==> src/rtl/audio_pkg.sv <==
// Shared widths, constants and types for the stereo delta-sigma DAC.
// Dither LFSR constants are only consumed when AUDIO_DSM_DITHER_EN is defined.
package audio_pkg;

    localparam int unsigned AUDIO_W           = 16;
    localparam int unsigned AUDIO_INTERP_LOG2 = 9;
    localparam logic [AUDIO_W-1:0] AUDIO_MIDSCALE = 16'h8000;

    typedef logic [AUDIO_W-1:0]        audio_sample_t;
    typedef logic signed [AUDIO_W:0]   audio_step_t;

    typedef enum logic {StIdle, StRamp} ramp_state_t;

    localparam logic [15:0] AUDIO_LFSR_SEED = 16'hACE1;
    // Right-shifting Galois form of taps 16,14,13,11
    localparam logic [15:0] AUDIO_LFSR_TAPS = 16'hB400;

    function automatic logic [15:0] lfsr_next(input logic [15:0] state);
        return {1'b0, state[15:1]} ^ (state[0] ? AUDIO_LFSR_TAPS : 16'h0000);
    endfunction

endpackage

==> src/rtl/dsm1_channel.sv <==
// One DAC channel: target/current level with linear ramp, plus a first-order
// delta-sigma modulator whose carry-out is the one-bit output.
module dsm1_channel #(
    parameter int unsigned W           = 16,
    parameter int unsigned INTERP_LOG2 = 9
) (
    input  logic         clk24,
    input  logic         reset_n,
    input  logic         i_load,
    input  logic [W-1:0] i_target,
    input  logic         i_ramp_act,
    input  logic         i_ramp_last,
    input  logic [2:0]   i_dither,
    output logic         o_dsm
);

    localparam logic [W-1:0] MIDSCALE = {1'b1, {(W-1){1'b0}}};

    logic [W-1:0]        r_target;
    logic [W-1:0]        r_cur;
    logic [W-1:0]        r_acc;
    logic signed [W:0]   r_step;
    logic                r_dsm;

    logic signed [W:0]   w_diff;
    logic signed [W:0]   w_step;
    logic signed [W:0]   w_cur_next;
    logic [W+1:0]        w_sum;

    assign w_diff     = $signed({1'b0, i_target}) - $signed({1'b0, r_cur});
    assign w_step     = w_diff >>> INTERP_LOG2;
    assign w_cur_next = $signed({1'b0, r_cur}) + r_step;
    // Extra top bit only matters when dither pushes the sum past 2**(W+1)
    assign w_sum      = {2'b00, r_acc} + {2'b00, r_cur} + {{(W-1){1'b0}}, i_dither};

    always_ff @(posedge clk24 or negedge reset_n) begin
        if (!reset_n) begin
            r_target <= MIDSCALE;
            r_cur    <= MIDSCALE;
            r_step   <= '0;
        end else if (i_load) begin
            r_target <= i_target;
            r_step   <= w_step;
        end else if (i_ramp_last) begin
            r_cur    <= r_target;
        end else if (i_ramp_act) begin
            r_cur    <= w_cur_next[W-1:0];
        end
    end

    always_ff @(posedge clk24 or negedge reset_n) begin
        if (!reset_n) begin
            r_acc <= '0;
            r_dsm <= 1'b0;
        end else begin
            r_acc <= w_sum[W-1:0];
            r_dsm <= |w_sum[W+1:W];
        end
    end

    assign o_dsm = r_dsm;

endmodule

==> src/rtl/audio_dsm_dac.sv <==
// Stereo first-order delta-sigma DAC with linear inter-sample ramping and mute.
// Define AUDIO_DSM_DITHER_EN to add a 3-bit LFSR dither into both modulators.
module audio_dsm_dac
    import audio_pkg::*;
#(
    parameter int unsigned W           = AUDIO_W,
    parameter int unsigned INTERP_LOG2 = AUDIO_INTERP_LOG2
) (
    input  logic         clk24,
    input  logic         reset_n,
    input  logic         i_sample_ce,
    input  logic [W-1:0] i_sample_l,
    input  logic [W-1:0] i_sample_r,
    input  logic         i_mute,
    output logic         o_dsm_l,
    output logic         o_dsm_r,
    output logic         o_ramping
);

    localparam logic [W-1:0] MIDSCALE = {1'b1, {(W-1){1'b0}}};

    ramp_state_t              r_state;
    logic [INTERP_LOG2-1:0]   r_ramp_cnt;
    logic                     r_ramping;
    logic                     r_mute_q;

    logic                     w_mute_rise;
    logic                     w_load;
    logic                     w_ramp_act;
    logic                     w_ramp_last;
    logic [W-1:0]             w_tgt_l;
    logic [W-1:0]             w_tgt_r;
    logic [2:0]               w_dither;

    assign w_mute_rise = i_mute & ~r_mute_q;
    assign w_load      = w_mute_rise | (i_sample_ce & ~i_mute);
    assign w_tgt_l     = w_mute_rise ? MIDSCALE : i_sample_l;
    assign w_tgt_r     = w_mute_rise ? MIDSCALE : i_sample_r;
    assign w_ramp_act  = (r_ramp_cnt != '0);
    assign w_ramp_last = (r_ramp_cnt == INTERP_LOG2'(1));

    always_ff @(posedge clk24 or negedge reset_n) begin
        if (!reset_n) begin
            r_mute_q <= 1'b0;
        end else begin
            r_mute_q <= i_mute;
        end
    end

    always_ff @(posedge clk24 or negedge reset_n) begin
        if (!reset_n) begin
            r_state    <= StIdle;
            r_ramp_cnt <= '0;
            r_ramping  <= 1'b0;
        end else if (w_load) begin
            r_state    <= StRamp;
            r_ramp_cnt <= '1;
            r_ramping  <= 1'b1;
        end else begin
            unique case (r_state)
                StIdle: begin
                    r_ramping <= 1'b0;
                end
                StRamp: begin
                    r_ramp_cnt <= r_ramp_cnt - INTERP_LOG2'(1);
                    if (w_ramp_last) begin
                        r_state   <= StIdle;
                        r_ramping <= 1'b0;
                    end
                end
                default: begin
                    r_state <= StIdle;
                end
            endcase
        end
    end

`ifdef AUDIO_DSM_DITHER_EN
    logic [15:0] r_lfsr;

    always_ff @(posedge clk24 or negedge reset_n) begin
        if (!reset_n) begin
            r_lfsr <= AUDIO_LFSR_SEED;
        end else begin
            r_lfsr <= lfsr_next(r_lfsr);
        end
    end

    assign w_dither = r_lfsr[2:0];
`else
    assign w_dither = 3'b000;
`endif

    dsm1_channel #(
        .W           (W),
        .INTERP_LOG2 (INTERP_LOG2)
    ) u_ch_l (
        .clk24       (clk24),
        .reset_n     (reset_n),
        .i_load      (w_load),
        .i_target    (w_tgt_l),
        .i_ramp_act  (w_ramp_act),
        .i_ramp_last (w_ramp_last),
        .i_dither    (w_dither),
        .o_dsm       (o_dsm_l)
    );

    dsm1_channel #(
        .W           (W),
        .INTERP_LOG2 (INTERP_LOG2)
    ) u_ch_r (
        .clk24       (clk24),
        .reset_n     (reset_n),
        .i_load      (w_load),
        .i_target    (w_tgt_r),
        .i_ramp_act  (w_ramp_act),
        .i_ramp_last (w_ramp_last),
        .i_dither    (w_dither),
        .o_dsm       (o_dsm_r)
    );

    assign o_ramping = r_ramping;

endmodule

==> config.mk <==
export PLATFORM = sky130hd
export DESIGN_NAME = audio_dsm_dac
export DESIGN_NICKNAME = d
export VERILOG_FILES = /design/src/rtl/audio_pkg.sv /design/src/rtl/dsm1_channel.sv /design/src/rtl/audio_dsm_dac.sv
export SDC_FILE = /design/constraint.sdc
export NUM_CORES = 1
export LEC_CHECK = 0
export CELL_PAD_IN_SITES_DETAIL_PLACEMENT = 1
export CELL_PAD_IN_SITES_GLOBAL_PLACEMENT = 1
export CORE_UTILIZATION = 52
export DETAILED_ROUTE_END_ITERATION = 7
export PLACE_DENSITY_LB_ADDON = 0.1
export SYNTH_ARGS = -nofsm -noshare
export SYNTH_HDL_FRONTEND = slang
export SYNTH_SLANG_ARGS = --single-unit
==> constraint.sdc <==
create_clock -name clk24 -period 4.32 [get_ports clk24]
set_input_delay 1.296 -clock clk24 [delete_from_list [all_inputs] [get_ports clk24]]
set_output_delay 1.296 -clock clk24 [all_outputs]
set_load 0.005 [all_outputs]
# After elaboration in Yosys (flattened, before gate mapping)
# Index checks and enable logic that the tools add are counted.
[word_totals]
ff_bits = 126
latchBits = 0
ram_bits = 0
mem_bits_ro = 0
elab_cells = 50
memories = 0
[op_classes]
add_sub_neg = 7
multipliers = 0
div_mod_pow = 0
n_lt_le_gt_ge = 0
eq_ne = 2
n_shift = 0
n_mux = 14
bitwise = 7
reduce_logical = 6
[op_table]
columns = ["op", "n"]
rows = [
  ["16-bit 2-to-1 mux", 6],
  ["16-bit by 16-bit adder with 17-bit output", 2],
  ["16-bit by 16-bit subtractor with 17-bit output", 2],
  ["16-bit by 8-bit adder with 16-bit output", 2],
  ["9-bit 2-to-1 mux", 2],
  ["9-bit by 1-bit equality test with 1-bit output, second input constant", 1],
  ["9-bit nonzero test", 1],
  ["9-bit by 1-bit subtractor with 9-bit output, second input constant", 1],
  ["1-bit 2-to-1 mux", 5],
  ["1-bit NOT", 4],
  ["2-bit nonzero test", 2],
  ["2-bit OR reduction", 2],
  ["3-bit by 1-bit inequality test with 1-bit output, second input constant", 1],
  ["1-bit bitwise AND", 2],
  ["1-bit case mux with 2 select lines", 1],
  ["2-bit AND reduction", 1],
  ["1-bit OR", 1],
]

# Logic depth before layout (Yosys ltp)
[depth]
ltp_word = 5
depth_mapped = 12
depth_no_buf = 10

# Cells and area by module
# A second synthesis with hierarchy kept.
[unflattened]
cells_unflattened = 932
area_unflattened_um2 = 9140.0
[by_module_without_submodules]
columns = ["module", "instances", "cells_per_inst", "area_per_inst_um2", "seq_area_each_um2"]
rows = [
  ["dsm1_channel (u_ch_l)", 1, 411, 4166.5, 1428.9],
  ["dsm1_channel (u_ch_r)", 1, 424, 4149.0, 1428.9],
  ["audio_dsm_dac", 1, 97, 824.5, 300.3],
]

# Worst setup path before layout
# Ideal clock, no wire load.
[synth_path]
kind = "input-to-reg"
start = "input port i_mute"
end = "register u_ch_r.r_step[0]"
setup_ps = 130
t_arrival_ps = 3422
required_time_ps = 4190
setup_slack_ps = 768
cell_stages = 12
n_path_buf = 2
cell_sequence = "nand2b_1 buf_6 clkbuf_1 and2_1 ha_1 nor2b_1 a311o_1 a41oi_2 o21bai_1 a21o_1 a2111oi_4 nor3_2"
[synth_via]
elab_chain_len = 3
word_cells_on_any_way = 6
classes_between = "add/sub (1); mux (1); bitwise (4)"
[synth_rtl]
columns = ["item", "line_no", "source"]
rows = [
  ["from (decl)", "audio_dsm_dac.sv:14", "input logic i_mute,"],
  ["1-bit bitwise AND", "audio_dsm_dac.sv:35", "assign w_mute_rise = i_mute & ~r_mute_q;"],
  ["16-bit 2-to-1 mux", "audio_dsm_dac.sv:38", "assign w_tgt_r = w_mute_rise ? MIDSCALE : i_sample_r;"],
  ["via u_ch_r.i_target[1]", "dsm1_channel.sv:10", "input logic [W-1:0] i_target,"],
  ["16-bit by 16-bit subtractor with 17-bit output", "dsm1_channel.sv:30", "assign w_diff = $signed({1'b0, i_target}) - $signed({1'b0, r_cur});"],
  ["to (signal assigned)", "dsm1_channel.sv:43", "r_step <= w_step;"],
  ["to (decl)", "dsm1_channel.sv:22", "logic signed [W:0] r_step;"],
]
# The timed path passes the listed nets, and every way through them passes these cells.
# A chain may end at the register's enable or synchronous reset.

# Final worst setup path
[layout_path]
start = "input port i_mute"
end = "register u_ch_l.r_step[6]"
[layout_via]
elab_chain_len = 3
word_cells_on_any_way = 6
classes_between = "add/sub (1); mux (1); bitwise (4)"
[layout_rtl]
columns = ["item", "line_no", "source"]
rows = [
  ["1-bit bitwise AND", "audio_dsm_dac.sv:35", ""],
  ["16-bit 2-to-1 mux", "audio_dsm_dac.sv:37", "assign w_tgt_l = w_mute_rise ? MIDSCALE : i_sample_l;"],
  ["via u_ch_l.i_target[9]", "dsm1_channel.sv:10", ""],
  ["16-bit by 16-bit subtractor with 17-bit output", "dsm1_channel.sv:30", ""],
  ["to (signal assigned)", "dsm1_channel.sv:43", ""],
  ["to (decl)", "dsm1_channel.sv:22", ""],
]
# The timed path passes the listed nets, and every way through them passes these cells.

==> run metrics <==
outcome complete, no violations; critical path class primary input to flop; GR Util All Layers 0.3277; GRT overflow 0; WHS Path Cells 1; register area 3158 sq um; max incr delay on CP 0.53 ns; worst hold path type flop to flop; fmax 247.5 MHz; yosys warns 0; Core Box Area 15830 sq um; Max Cap Viol 0; PD cells 932.5 nW/um^2; post-route setup slack 0.2795 ns; #FFs+latches synth 126; clk slew on worst S/H paths 0.06 ns; worst r2r src u_ch_l.r_cur[0]; Syn Nets 1026; Finished Layout Cells 1162; post-synthesis sequential area ratio 0.3759; drt drc 0; setup TNS 0 ns; Clock Power Share 0.145; wire length of the first global-routing pass 41620 um; drt wl/cell 21.65 um; Critical Path Sink u_ch_l.r_step[6]; Skew-Pair Late Insertion Delay 0.43 ns; Inst Count DP 1132; largest net degree at the start of global routing 82; Post-synth EDFFs 0; Fillers 1780; initial drt markers 452; Internal Pwr Total 4821 uW; share of the synthesized area in the top cell type 0.3634; antenna viol nets, final 0; Syn Area/Cell 9.419 sq um; via count 7251; footprint of the multi-input gates 4955 sq um; die area 16670 sq um; DP Wirelength 18390 um; minimum clock period 4.041 ns; area of the mapped netlist 8402 sq um; asr flop ratio synth 1.000; switching power 4110 uW; area delta synth->final 13.98%; Max IR drop VDD 0.3193 mV; final setup vio count 0; Die H 129.1 um; Period Utilization, post-route 0.9353; clock skew 0.008890 ns; initial antenna violation count 0; RSZ-0062 raised after global routing no; Resize count post-CTS 0; Yosys top cell by area dfrtp_1; Post-CTS Hold Buffers 0; num rows 46; Sw Ratio 0.4602; vias per cell 6.240; R2R cell count 9; IO Pins 39; vias in the first global route 7972; Flop pwr share 0.232; Worst slew margin 0.4423; worst endpoint data arrival time 4.34 ns; Routed WL 25160 um; root buffer cell clkbuf_16; cts bufs inserted 17; P_leak 0.004356 uW; synth top area cells dfrtp_1, ha_1, a21oi_1; CP Max Fanout 12; Worst EP required 4.62 ns; NumNets Final 1069; Crit. End Element flop; Final Hold Viols 0; ys flop type dfrtp_1; Initial Utilization 0.5308; placer congestion estimate 0.9057; Worst Setup Start Kind primary input; Die W 129.1 um; I/O Buffers 38; number of antenna diodes 0; FF-to-FF End u_ch_l.r_cur[14]; R2R setup slack 0.99 ns; CP startpoint i_mute; H-tree levels 4; Post-CTS Setup Bufs 0; Pins Over Slew Limit 0; drt first pass iters 4; CTS Sinks 126; Comb power frac 0.623; layout cells sized above 1 0.06765; Cells after Synth 892; Slowest-stage cell, CP clkdlybuf4s50_1; CTS tree done; post-place setup slack 0.04140 ns; Clock Path Buffers 2; Tightest Pin Transition 0.8366 ns; Cell Chain, Critical Path clkdlybuf4s50_1 -> nand2b_1 -> buf_4 -> and2_1 -> ha_1 -> and3_1 -> nand3_1 -> nor3_1 -> or2_1 -> o211ai_2 -> o21a_1 -> o311ai_0; library cells used by synthesis 69
worst min path at each step:
stage	from	endpoint	slack, ns
2_1_floorplan	u_ch_l.r_step[2]	u_ch_l.r_step[2]	0.46
3_3_place_gp	u_ch_r.r_acc[0]	u_ch_r.r_acc[0]	0.46
3_5_place_dp	u_ch_l.r_acc[0]	u_ch_l.r_acc[0]	0.47
4_1_cts	u_ch_l.r_acc[0]	u_ch_l.r_acc[0]	0.49
5_1_grt	u_ch_r.r_target[10]	u_ch_r.r_target[10]	0.51
6_report	u_ch_l.r_acc[0]	u_ch_l.r_acc[0]	0.48
through the flow:
| stage | util | area, sq um | power, uW | hold slack (ns) |
|---|---|---|---|---|
| after floorplan | - | 8402 | 6058 | 0.4551 |
| after global routing | 0.6051 | 9577 | 9669 | 0.5050 |
| after detailed placement | 0.5723 | 9059 | 7483 | 0.4723 |
| final | 0.6051 | 9577 | 8930 | 0.4803 |
| after CTS | 0.6051 | 9577 | 8908 | 0.4853 |
| after global placement | 0.5723 | 9059 | 6985 | 0.4635 |
state kept, by name (all words and copies together) (netlist names), 8 cells and up:
| signal | count |
|---|---|
| u_ch_l.r_cur | 16 |
| u_ch_l.r_acc | 16 |
| u_ch_r.r_cur | 16 |
| u_ch_l.r_target | 16 |
| r_ramp_cnt | 9 |
| u_ch_l.r_step | 8 |
| u_ch_r.r_target | 16 |
| u_ch_r.r_step | 8 |
| u_ch_r.r_acc | 16 |
routing by layer:
| layer | vias to the layer above | wire (um) | global-route usage |
|---|---|---|---|
| met4 | 0 | 861 | 0.1453 |
| met5 | - | 0 | 0 |
| met1 | 3642 | 10930 | 0.4009 |
| met2 | 185 | 12370 | 0.5531 |
| li1 | 3348 | - | - |
| met3 | 76 | 995 | 0.07432 |
cell families (layout without fill, tap and decap cells):
logic type / count (synthesis) / after routing / synth area share
buf+inv: 75 / 129 / 0.03514
fa+ha+maj: 98 / 98 / 0.1495
flops: 126 / 126 / 0.3759
simple gates: 246 / 246 / 0.1465
xor+xnor: 55 / 55 / 0.05733
mux: 1 / 1 / 0.001191
compound gates: 291 / 291 / 0.2344
layout by cell type, fill, tap and decap left out, drive strengths merged, types with 23 or more instances in the layout:
cell,count
clkbuf,23
and2,30
nor2,39
ha,94
inv,46
a22o,30
nand2,81
dfrtp,122
o21ai,61
clkdlybuf4s50,37
a21oi,70
xnor2,35
worst max-delay path, delay by kind of cell:
kind	cells	cell delay, ns
adders and majority gates	1	0.35
buffers and inverters	2	0.74
AOI/OAI and AO/OA	3	0.79
and+or+nand+nor	6	1.16
final cells by class:
class | count | area share
repair buffers | 53 | 0.05252
well taps | 216 | 0.02822
clock inverters | 7 | 0.004181
clock buffers | 23 | 0.04991
flip-flops and latches | 126 | 0.3298
multi-input cells | 691 | 0.5174
inverters | 46 | 0.01803
cells in the mapped netlist, types with 12 or more instances:
cell type,n
a21o_1,19
ha_1,94
nand2_1,81
o21ai_0,59
clkbuf_1,22
inv_1,46
nor2_1,39
nor3_1,19
and3_1,13
a31oi_1,13
xnor2_1,35
and2_1,29
nand3_1,19
a22o_1,30
a21oi_1,70
dfrtp_1,122
nand2b_1,12
xor2_1,20
power groups by stage:
| stage | Clock, uW | Sequential, uW | Combinational [uW] |
|---|---|---|---|
| after floorplan | 0 | 1930 | 4130 |
| after global placement | 0 | 2060 | 4930 |
| after detailed placement | 0 | 2090 | 5400 |
| after CTS | 1310 | 2070 | 5520 |
| after global routing | 1360 | 2120 | 6180 |
| final | 1290 | 2080 | 5560 |
No activity file was read; power rests on OpenSTA's default activity.
